## src/rtl/adc_range_guard_pkg.sv

```systemverilog
`default_nettype none
// ============================================================================
// Module  : adc_range_guard_pkg
// Purpose : Shared types for the ADC range guard -- the protection state
//           encoding used by the guard FSM and visible to any block that
//           needs to decode it.
// Ports   : none (package)
// Revision: 1.0 - initial release
// ============================================================================
package adc_range_guard_pkg;

  localparam int unsigned STATE_W = 2;

  typedef enum logic [STATE_W-1:0] {
    ST_NORMAL  = 2'd0,
    ST_PENDING = 2'd1,
    ST_TRIPPED = 2'd2
  } guard_state_e;

endpackage : adc_range_guard_pkg
`default_nettype wire

```

## src/rtl/window_comparator.sv

```systemverilog
`default_nettype none
// ============================================================================
// Module  : window_comparator
// Purpose : Signed strict window compare of one sample against an upper and
//           a lower threshold.
// Ports   : data_i      - signed sample
//           thr_high_i  - signed upper threshold
//           thr_low_i   - signed lower threshold
//           above_o     - data_i >  thr_high_i
//           below_o     - data_i <  thr_low_i
// Revision: 1.0 - initial release
// ============================================================================
module window_comparator #(
  parameter int WIDTH = 16
) (
  input  logic signed [WIDTH-1:0] data_i,
  input  logic signed [WIDTH-1:0] thr_high_i,
  input  logic signed [WIDTH-1:0] thr_low_i,
  output logic                    above_o,
  output logic                    below_o
);

  // With thr_low > thr_high every value is either above the upper or below
  // the lower limit, so an inverted window naturally flags every sample.
  assign above_o = (data_i > thr_high_i);
  assign below_o = (data_i < thr_low_i);

endmodule : window_comparator
`default_nettype wire

```

## src/rtl/adc_range_guard.sv

```systemverilog
`default_nettype none
// ============================================================================
// Module  : adc_range_guard
// Purpose : Over/under-range protection on a calibrated ADC sample stream.
//           Consecutive out-of-range transfers are debounced; once tripped
//           the stream is zeroed until trip_clear or trip_enable drops.
// Ports   : clock, reset (async, active-low)
//           pipeline_flush  - drop in-flight output and pending debounce
//           thr_high/thr_low- signed trip window
//           debounce_len    - out-of-range transfers needed to trip
//           trip_enable     - low forces NORMAL and pass-through
//           trip_clear      - leave TRIPPED
//           data_in_*       - stream slave (valid/ready/data)
//           data_out_*      - stream master (valid/ready/data), latency 1
//           fault           - high while TRIPPED
//           fault_high      - direction of the tripping sample (1 = upper)
// Revision: 1.0 - initial release
// ============================================================================
module adc_range_guard
  import adc_range_guard_pkg::*;
#(
  parameter int DATA_PATH_WIDTH = 16,
  parameter int COUNTER_WIDTH   = 8
) (
  input  logic                              clock,
  input  logic                              reset,
  input  logic                              pipeline_flush,
  input  logic signed [DATA_PATH_WIDTH-1:0] thr_high,
  input  logic signed [DATA_PATH_WIDTH-1:0] thr_low,
  input  logic        [COUNTER_WIDTH-1:0]   debounce_len,
  input  logic                              trip_enable,
  input  logic                              trip_clear,
  input  logic                              data_in_valid,
  output logic                              data_in_ready,
  input  logic signed [DATA_PATH_WIDTH-1:0] data_in_data,
  output logic                              data_out_valid,
  input  logic                              data_out_ready,
  output logic signed [DATA_PATH_WIDTH-1:0] data_out_data,
  output logic                              fault,
  output logic                              fault_high
);

  guard_state_e                      state_q, state_d;
  logic [COUNTER_WIDTH-1:0]          count_q, count_d;
  logic                              fault_high_q, fault_high_d;
  logic                              dout_valid_q, dout_valid_d;
  logic signed [DATA_PATH_WIDTH-1:0] dout_data_q, dout_data_d;

  logic                              xfer_w;
  logic                              above_w;
  logic                              below_w;
  logic                              oor_w;
  logic                              zero_out_w;
  logic [COUNTER_WIDTH:0]            count_inc_w;

  window_comparator #(
    .WIDTH (DATA_PATH_WIDTH)
  ) u_window_comparator (
    .data_i     (data_in_data),
    .thr_high_i (thr_high),
    .thr_low_i  (thr_low),
    .above_o    (above_w),
    .below_o    (below_w)
  );

  // No internal buffering: the upstream may only move when downstream can.
  assign data_in_ready = data_out_ready;
  assign xfer_w        = data_in_valid & data_out_ready;
  assign oor_w         = above_w | below_w;

  // Extra bit so the increment cannot wrap before the compare.
  assign count_inc_w   = {1'b0, count_q} + {{COUNTER_WIDTH{1'b0}}, 1'b1};

  // Samples arriving while already TRIPPED are blanked; the sample that
  // causes the trip is still in PENDING/NORMAL and therefore passes.
  assign zero_out_w    = (state_q == ST_TRIPPED) && trip_enable;

  // --------------------------------------------------------------------------
  // Protection FSM: next state
  // --------------------------------------------------------------------------
  always_comb begin
    state_d      = state_q;
    count_d      = count_q;
    fault_high_d = fault_high_q;

    if (!trip_enable) begin
      state_d = ST_NORMAL;
      count_d = '0;
    end else if ((state_q == ST_TRIPPED) && trip_clear) begin
      // Clear wins over any sample transferred in the same cycle.
      state_d = ST_NORMAL;
      count_d = '0;
    end else if (pipeline_flush) begin
      // Flush drops pending debounce but never releases a trip.
      if (state_q == ST_PENDING) begin
        state_d = ST_NORMAL;
        count_d = '0;
      end
    end else if (xfer_w) begin
      unique case (state_q)
        ST_NORMAL: begin
          if (oor_w) begin
            if (debounce_len <= COUNTER_WIDTH'(1)) begin
              state_d      = ST_TRIPPED;
              count_d      = '0;
              fault_high_d = above_w;
            end else begin
              state_d = ST_PENDING;
              count_d = COUNTER_WIDTH'(1);
            end
          end
        end
        ST_PENDING: begin
          if (oor_w) begin
            // >= also covers debounce_len lowered below the current count.
            if (count_inc_w >= {1'b0, debounce_len}) begin
              state_d      = ST_TRIPPED;
              count_d      = '0;
              fault_high_d = above_w;
            end else begin
              count_d = count_inc_w[COUNTER_WIDTH-1:0];
            end
          end else begin
            state_d = ST_NORMAL;
            count_d = '0;
          end
        end
        ST_TRIPPED: begin
          state_d = ST_TRIPPED;
        end
        default: begin
          state_d = ST_NORMAL;
          count_d = '0;
        end
      endcase
    end
  end

  // --------------------------------------------------------------------------
  // Output stage: one register, latency 1
  // --------------------------------------------------------------------------
  always_comb begin
    dout_valid_d = xfer_w & ~pipeline_flush;
    dout_data_d  = dout_data_q;
    if (xfer_w) begin
      dout_data_d = zero_out_w ? '0 : data_in_data;
    end
  end

  always_ff @(posedge clock or negedge reset) begin
    if (!reset) begin
      state_q      <= ST_NORMAL;
      count_q      <= '0;
      fault_high_q <= 1'b0;
      dout_valid_q <= 1'b0;
      dout_data_q  <= '0;
    end else begin
      state_q      <= state_d;
      count_q      <= count_d;
      fault_high_q <= fault_high_d;
      dout_valid_q <= dout_valid_d;
      dout_data_q  <= dout_data_d;
    end
  end

  assign data_out_valid = dout_valid_q;
  assign data_out_data  = dout_data_q;
  assign fault          = (state_q == ST_TRIPPED);
  assign fault_high     = fault_high_q;

endmodule : adc_range_guard
`default_nettype wire

```

## config.mk

```make
export PLATFORM = sky130hd
export DESIGN_NAME = adc_range_guard
export DESIGN_NICKNAME = d
export VERILOG_FILES = /design/src/rtl/adc_range_guard_pkg.sv /design/src/rtl/window_comparator.sv /design/src/rtl/adc_range_guard.sv
export SDC_FILE = /design/constraint.sdc
export NUM_CORES = 1
export LEC_CHECK = 0
export ABC_AREA = 0
export BUFFER_PORTS_ARGS = -buffer_cell sky130_fd_sc_hd__buf_2
export CAP_MARGIN = 20
export CORE_MARGIN = 10
export CORE_UTILIZATION = 56
export CTS_BUF_LIST = sky130_fd_sc_hd__clkbuf_4
export DETAILED_ROUTE_END_ITERATION = 8
export PLACE_DENSITY_LB_ADDON = 0.2
export SYNTH_ARGS = -nofsm -noshare
export SYNTH_HDL_FRONTEND = slang
export SYNTH_SLANG_ARGS = --single-unit
```

## constraint.sdc

```tcl
create_clock -name clock -period 4.1 [get_ports clock]
set_input_delay 0.615 -clock clock [delete_from_list [all_inputs] [get_ports clock]]
set_output_delay 0.615 -clock clock [all_outputs]
set_load 0.01 [all_outputs]
```

======== Word level (Yosys, flattened, before mapping) ========
Cells that the tools add are included.
W data, S select, Z words.
cells by class
  $add $sub $neg .......................... 1
  multiply operators ...................... 0
  divide/modulo/power cells ............... 0
  $lt $le $gt $ge ......................... 4
  equality and inequality tests ........... 11
  shifts and indexed selects .............. 0
  mux-type cells .......................... 26
  bitwise logic cells ..................... 5
  reduce and logical (&&, ||, !) cells .... 7
operators with widths
  cell                   count
  $mux W8                8
  $pmux W8 S3            1
  $mux W2                9
  $gt A16 B16 Y1         1
  $lt A16 B16 Y1         1
  $mux W16               1
  $add A8 B1 Y9 const B  1
  $ge A9 B8 Y1           1
  $reduce_and A9 Y1      1
  $le A8 B1 Y1 const B   1
  $ne A4 B2 Y1 const B   2
  $reduce_and A4 Y1      2
  $ne A2 B2 Y1 const B   3
  $ne A6 B5 Y1 const B   1
  $pmux W2 S3            1
  $mux W1                5
  $ne A5 B5 Y1 const B   1
  $ne A4 B3 Y1 const B   1
  $and A1 B1 Y1          2
  $eq A2 B1 Y1 const B   1
  $eq A2 B2 Y1 const B   1
  $logic_and A1 B1 Y1    2
  $logic_not A2 Y1       1
  $ne A2 B1 Y1 const B   1
  other kinds (4)        5
storage, ports and cells
  register bits ........................... 28
  latch bits .............................. 0
  RAM bits ................................ 0
  memory bits (read-only) ................. 0
  input port bits ......................... 63
  output and inout bits ................... 20
  word-level logic and storage cells ...... 59
  memories kept ........................... 0

======== Depth between registers and ports, before layout ========
  word-level depth ........................ 9
  mapped depth ............................ 11

======== By module ========
From an unflattened synthesis, not the netlist that was laid out.
unflattened totals
  cell total of the unflattened synthesis .. 249
  area, all modules ....................... 2299.7 um^2
by module, submodules not included
  module             instances  cells an instance  area an instance (um^2)
  adc_range_guard    1          137                1497.7
  window_comparator  1          112                802.0

======== Worst setup path after synthesis ========
Ideal clock, no wire load.
  path kind ............................... input -> register
  from .................................... in thr_low[13]
  to ...................................... reg count_q[2]
  setup time .............................. 0.126 ns
  arrival ................................. 2.656 ns
  data required time ...................... 3.974 ns
  setup slack ............................. 1.318 ns
  stages .................................. 10
  buffers on the path ..................... 1
  cell sequence ........................... inv_1 > ha_1 > a21o_1 > a2111oi_2 > o31ai_1 > o32ai_2 > o311ai_2 > and2_1 > buf_6 > a221o_1
on the way
  word-level cells in the longest chain between the ends .. 8
  elaborated cells on any way between the ends .. 10
RTL lines
  what                  RTL line                 text
  start, declared       adc_range_guard.sv:29    input logic signed [DATA_PATH_WIDTH-1:0] thr_low,
  $lt A16 B16 Y1 *      window_comparator.sv:26  assign below_o = (data_i < thr_low_i);
  $or A1 B1 Y1 *        adc_range_guard.sv:69    assign oor_w = above_w | below_w;
  $mux W8               adc_range_guard.sv:114   if (oor_w) begin
  $pmux W8 S3           adc_range_guard.sv:100   unique case (state_q)
  $mux W8               adc_range_guard.sv:99    end else if (xfer_w) begin
  $mux W8               adc_range_guard.sv:93    end else if (pipeline_flush) begin
  $mux W8               adc_range_guard.sv:89    end else if ((state_q == ST_TRIPPED) && trip_clear) begin
  $mux W8               adc_range_guard.sv:86    if (!trip_enable) begin
  end signal, assigned  adc_range_guard.sv:159   count_q <= count_d;
  end, declared         adc_range_guard.sv:44    logic [COUNTER_WIDTH-1:0] count_q, count_d;
Mark *: on every way between the ends. The rest lies on a longest branch, timed or not. The select of a mux whose other input is x is not followed.
A chain may end at the register's enable or synchronous reset.

======== Final worst setup path ========
  from .................................... reg count_q[0]
  to ...................................... reg count_q[6]
on the way
  word-level cells in the longest chain between the ends .. 9
RTL lines
  what             RTL line                text
  $add A8 B1 Y9 *  adc_range_guard.sv:72   assign count_inc_w = {1'b0, count_q} + {{COUNTER_WIDTH{1'b0}}, 1'b1};
  $ge A9 B8 Y1     adc_range_guard.sv:116  if (count_inc_w >= {1'b0, debounce_len}) begin
  $mux W8 *        adc_range_guard.sv:116
  $mux W8 *        adc_range_guard.sv:114
  $pmux W8 S3 *    adc_range_guard.sv:100
  $mux W8 *        adc_range_guard.sv:99
  $mux W8 *        adc_range_guard.sv:93
  $mux W8 *        adc_range_guard.sv:89
  $mux W8 *        adc_range_guard.sv:86
Marked as above.

==> impl_metrics.tcl <==
set metrics [dict create \
    dp.cells 375 \
    cts_buffers 3 \
    syn-num-nets 349 \
    slew_headroom_pct 56.7 \
    hpwlAfterDp_mm 5.27 \
    start_kind "register" \
    p_leak_uw 0.00159 \
    place_ws_ns 1.05 \
    gp_congestion 0.825 \
    nets 433 \
    async_reset_ff_share_pct 100 \
    cts_tree "yes" \
    fmax_mhz 334 \
    grt_pass1_vias 2316 \
    vias 2164 \
    timing_worst_setup_path_type "reg2reg" \
    outcome "finished, final reports clean" \
    hold_viol_final 0 \
    cts-resized-gates 0 \
    synthesis.area_sq_mm 0.00230 \
    antenna_found_initial 0 \
    firstDrtPassIters 4 \
    gr-total-overflow 0 \
    syn_inst 246 \
    ctsLongestPathBuffers 2 \
    worstPathRequired_ns 4.39 \
    path_max_fanout 7 \
    yosysTopAreaCell "dfrtp_1" \
    drt_iter0_markers 93 \
    routed_wl_mm 6.28 \
    synth_seq_area_share_pct 30.5 \
    vdd_drop_max_v 0.000147 \
    instances_no_fill 379 \
    antenna_cells 0 \
    die_height_um 84.1 \
    synth.avg_cell_area_sq_um 9.34 \
    cp_common_cell "ha_1" \
    critPathBufInv 0 \
    final_antenna_net_count 0 \
    cts_hold_buf 0 \
    ys_ff_latch 28 \
    via_per_inst 5.71 \
    grt_max_degree 29 \
    initial_core_util_pct 57.5 \
    core-area_sq_mm 0.00400 \
    max_stage_delay_ns 0.47 \
    slew_violations 0 \
    setup_slack_ns 1.11 \
    hp-class "in2async" \
    portBuffers 82 \
    ctsHtreeMaxLevel 1 \
    yosys-top-cells-area "dfrtp_1, ha_1, a22o_1" \
    crit_slowest_cell "dfrtp_1" \
    path_cells "ha_1, nand3_1, xnor2_1, ha_1, and2_1, a22o_1, a311oi_1, o211a_1, o31ai_2, a21oi_2, a221o_1" \
    endpoint_kind "register" \
    fillCellCount 365 \
    seq_area_sq_um 701 \
    skew_ns 0.00130 \
    layout-drive-gt1-share_pct 29.2 \
    dieWidth_um 84.1 \
    power_density_mw_per_mm2 256 \
    rsz0062_at_grt "false" \
    cts_sinks 28 \
    ys_warn_count 0 \
    synth_cell_types 49 \
    final.setup.tns_ns 0 \
    yosys.area.top_type_share_pct 30.5 \
    crit_arrival_ns 3.28 \
    dieArea_sq_mm 0.00707 \
    drc 0 \
    finalCriticalPeriod_ns 2.99 \
    cts-root-buf "clkbuf_4" \
    syn2layout_area_growth_pct 22.0 \
    total_power_uw 719 \
    crit_family "compound AO/OA/AOI/OAI gates" \
    cts_setup_buffers 0 \
    grt_pass1_wl_mm 10.5 \
    ys.flop_type "dfrtp_1" \
    clk_pin_slew_worst_paths_ns 0.16 \
    synth_edf_count 0 \
    clk_latency_ns 0.33 \
    setup_viol 0 \
    grt.total_usage_pct 17.7 \
    maxCapViolations 0 \
    multi_input_area_sq_mm 0.00141 \
    row_count 23 \
    tightest_slew_ns 0.649 \
    routedWlPerCell_um 16.6 \
    ios 83 \
    layout_worst_path_cycle_share_pct 72.9 \
]
## power breakdown
part	switching, uW	internal [uW]
combinational	117	99.5
sequential	15.2	300
clock	87.4	98.9
## sequential cells by signal (all words and copies together), names as in the netlist
name,count
data_out_data,16
count_q,8
state_q,2
data_out_valid,1
fault_high,1
## final cells by class
class	count	share of cell area (%)
Multi-Input combinational cell	172	50.4
Sequential cell	28	25.0
Inverter	42	5.62
Timing Repair Buffer	83	14.9
Tap cell	50	2.23
Clock inverter	1	1.07
Clock buffer	3	0.803
## routing by layer
metal	vias to the layer above	GRT usage [%]	wire, um
met2	68	30.3	3100
li1	1068	-	-
met5	-	0	0
met1	1022	20.4	2590
met3	6	5.08	496
met4	0	5.78	87
## stage by stage
step / area [sq um] / hold WS, ns / utilization (%)
floorplan: 2300 / 0.319 / -
finish: 2810 / 0.274 / 70.1
CTS: 2810 / 0.296 / 70.1
global placement: 2750 / 0.485 / 68.8
detailed placement: 2750 / 0.485 / 68.8
global route: 2810 / 0.312 / 70.1
## kinds of logic after synthesis
logic type      share of synthesized area, %
simple gates                            12.1
xor+xnor                                2.29
fa+ha+maj                               21.8
buf+inv                                 8.00
flops                                   30.5
compound gates                          25.3
## Yosys cell counts (3+ instances only)
master and n:
a21oi_1 11, a21o_1 5, inv_1 42, xnor2_1 4
dfrtp_1 28, a221o_1 3, a22o_1 22, nor2b_1 4
nand3_1 7, nor2_1 11, nor3_1 3, ha_1 40
nand2_1 14, nand4_1 7, o21ai_0 4
## layout by cell type (no fill, tap or decap), types with 2 or more instances in the layout
cell type / instances
buf_2: 82
inv_1: 42
ha_1: 40
dfrtp_1: 28
a22o_1: 22
nand2_1: 14
nor2_1: 11
a21oi_1: 11
nand3_1: 7
nand4_1: 7
a21o_1: 5
xnor2_1: 4
nor2b_1: 4
o21ai_0: 4
nor3_1: 3
a221o_1: 3
clkbuf_4: 3
xor2_1: 2
o21a_1: 2
o211ai_1: 2
a211oi_1: 2
and2_1: 2
nor3b_1: 2
## final timing paths
path / from / end / slack, ns / cells past startpoint
max: count_q[0] / count_q[6] / 1.11 / 11
min: reset / data_out_data[9] / 0.27 / 1
max reg2reg: count_q[0] / count_q[6] / 1.11 / 11
min reg2reg: data_out_data[8] / data_out_data[8] / 0.52 / 1
max in group asynchronous: reset / count_q[1] / 3.41 / 1
min in group clock: data_in_data[8] / data_out_data[8] / 0.52 / 2
Power figures use the tool's default switching activity.
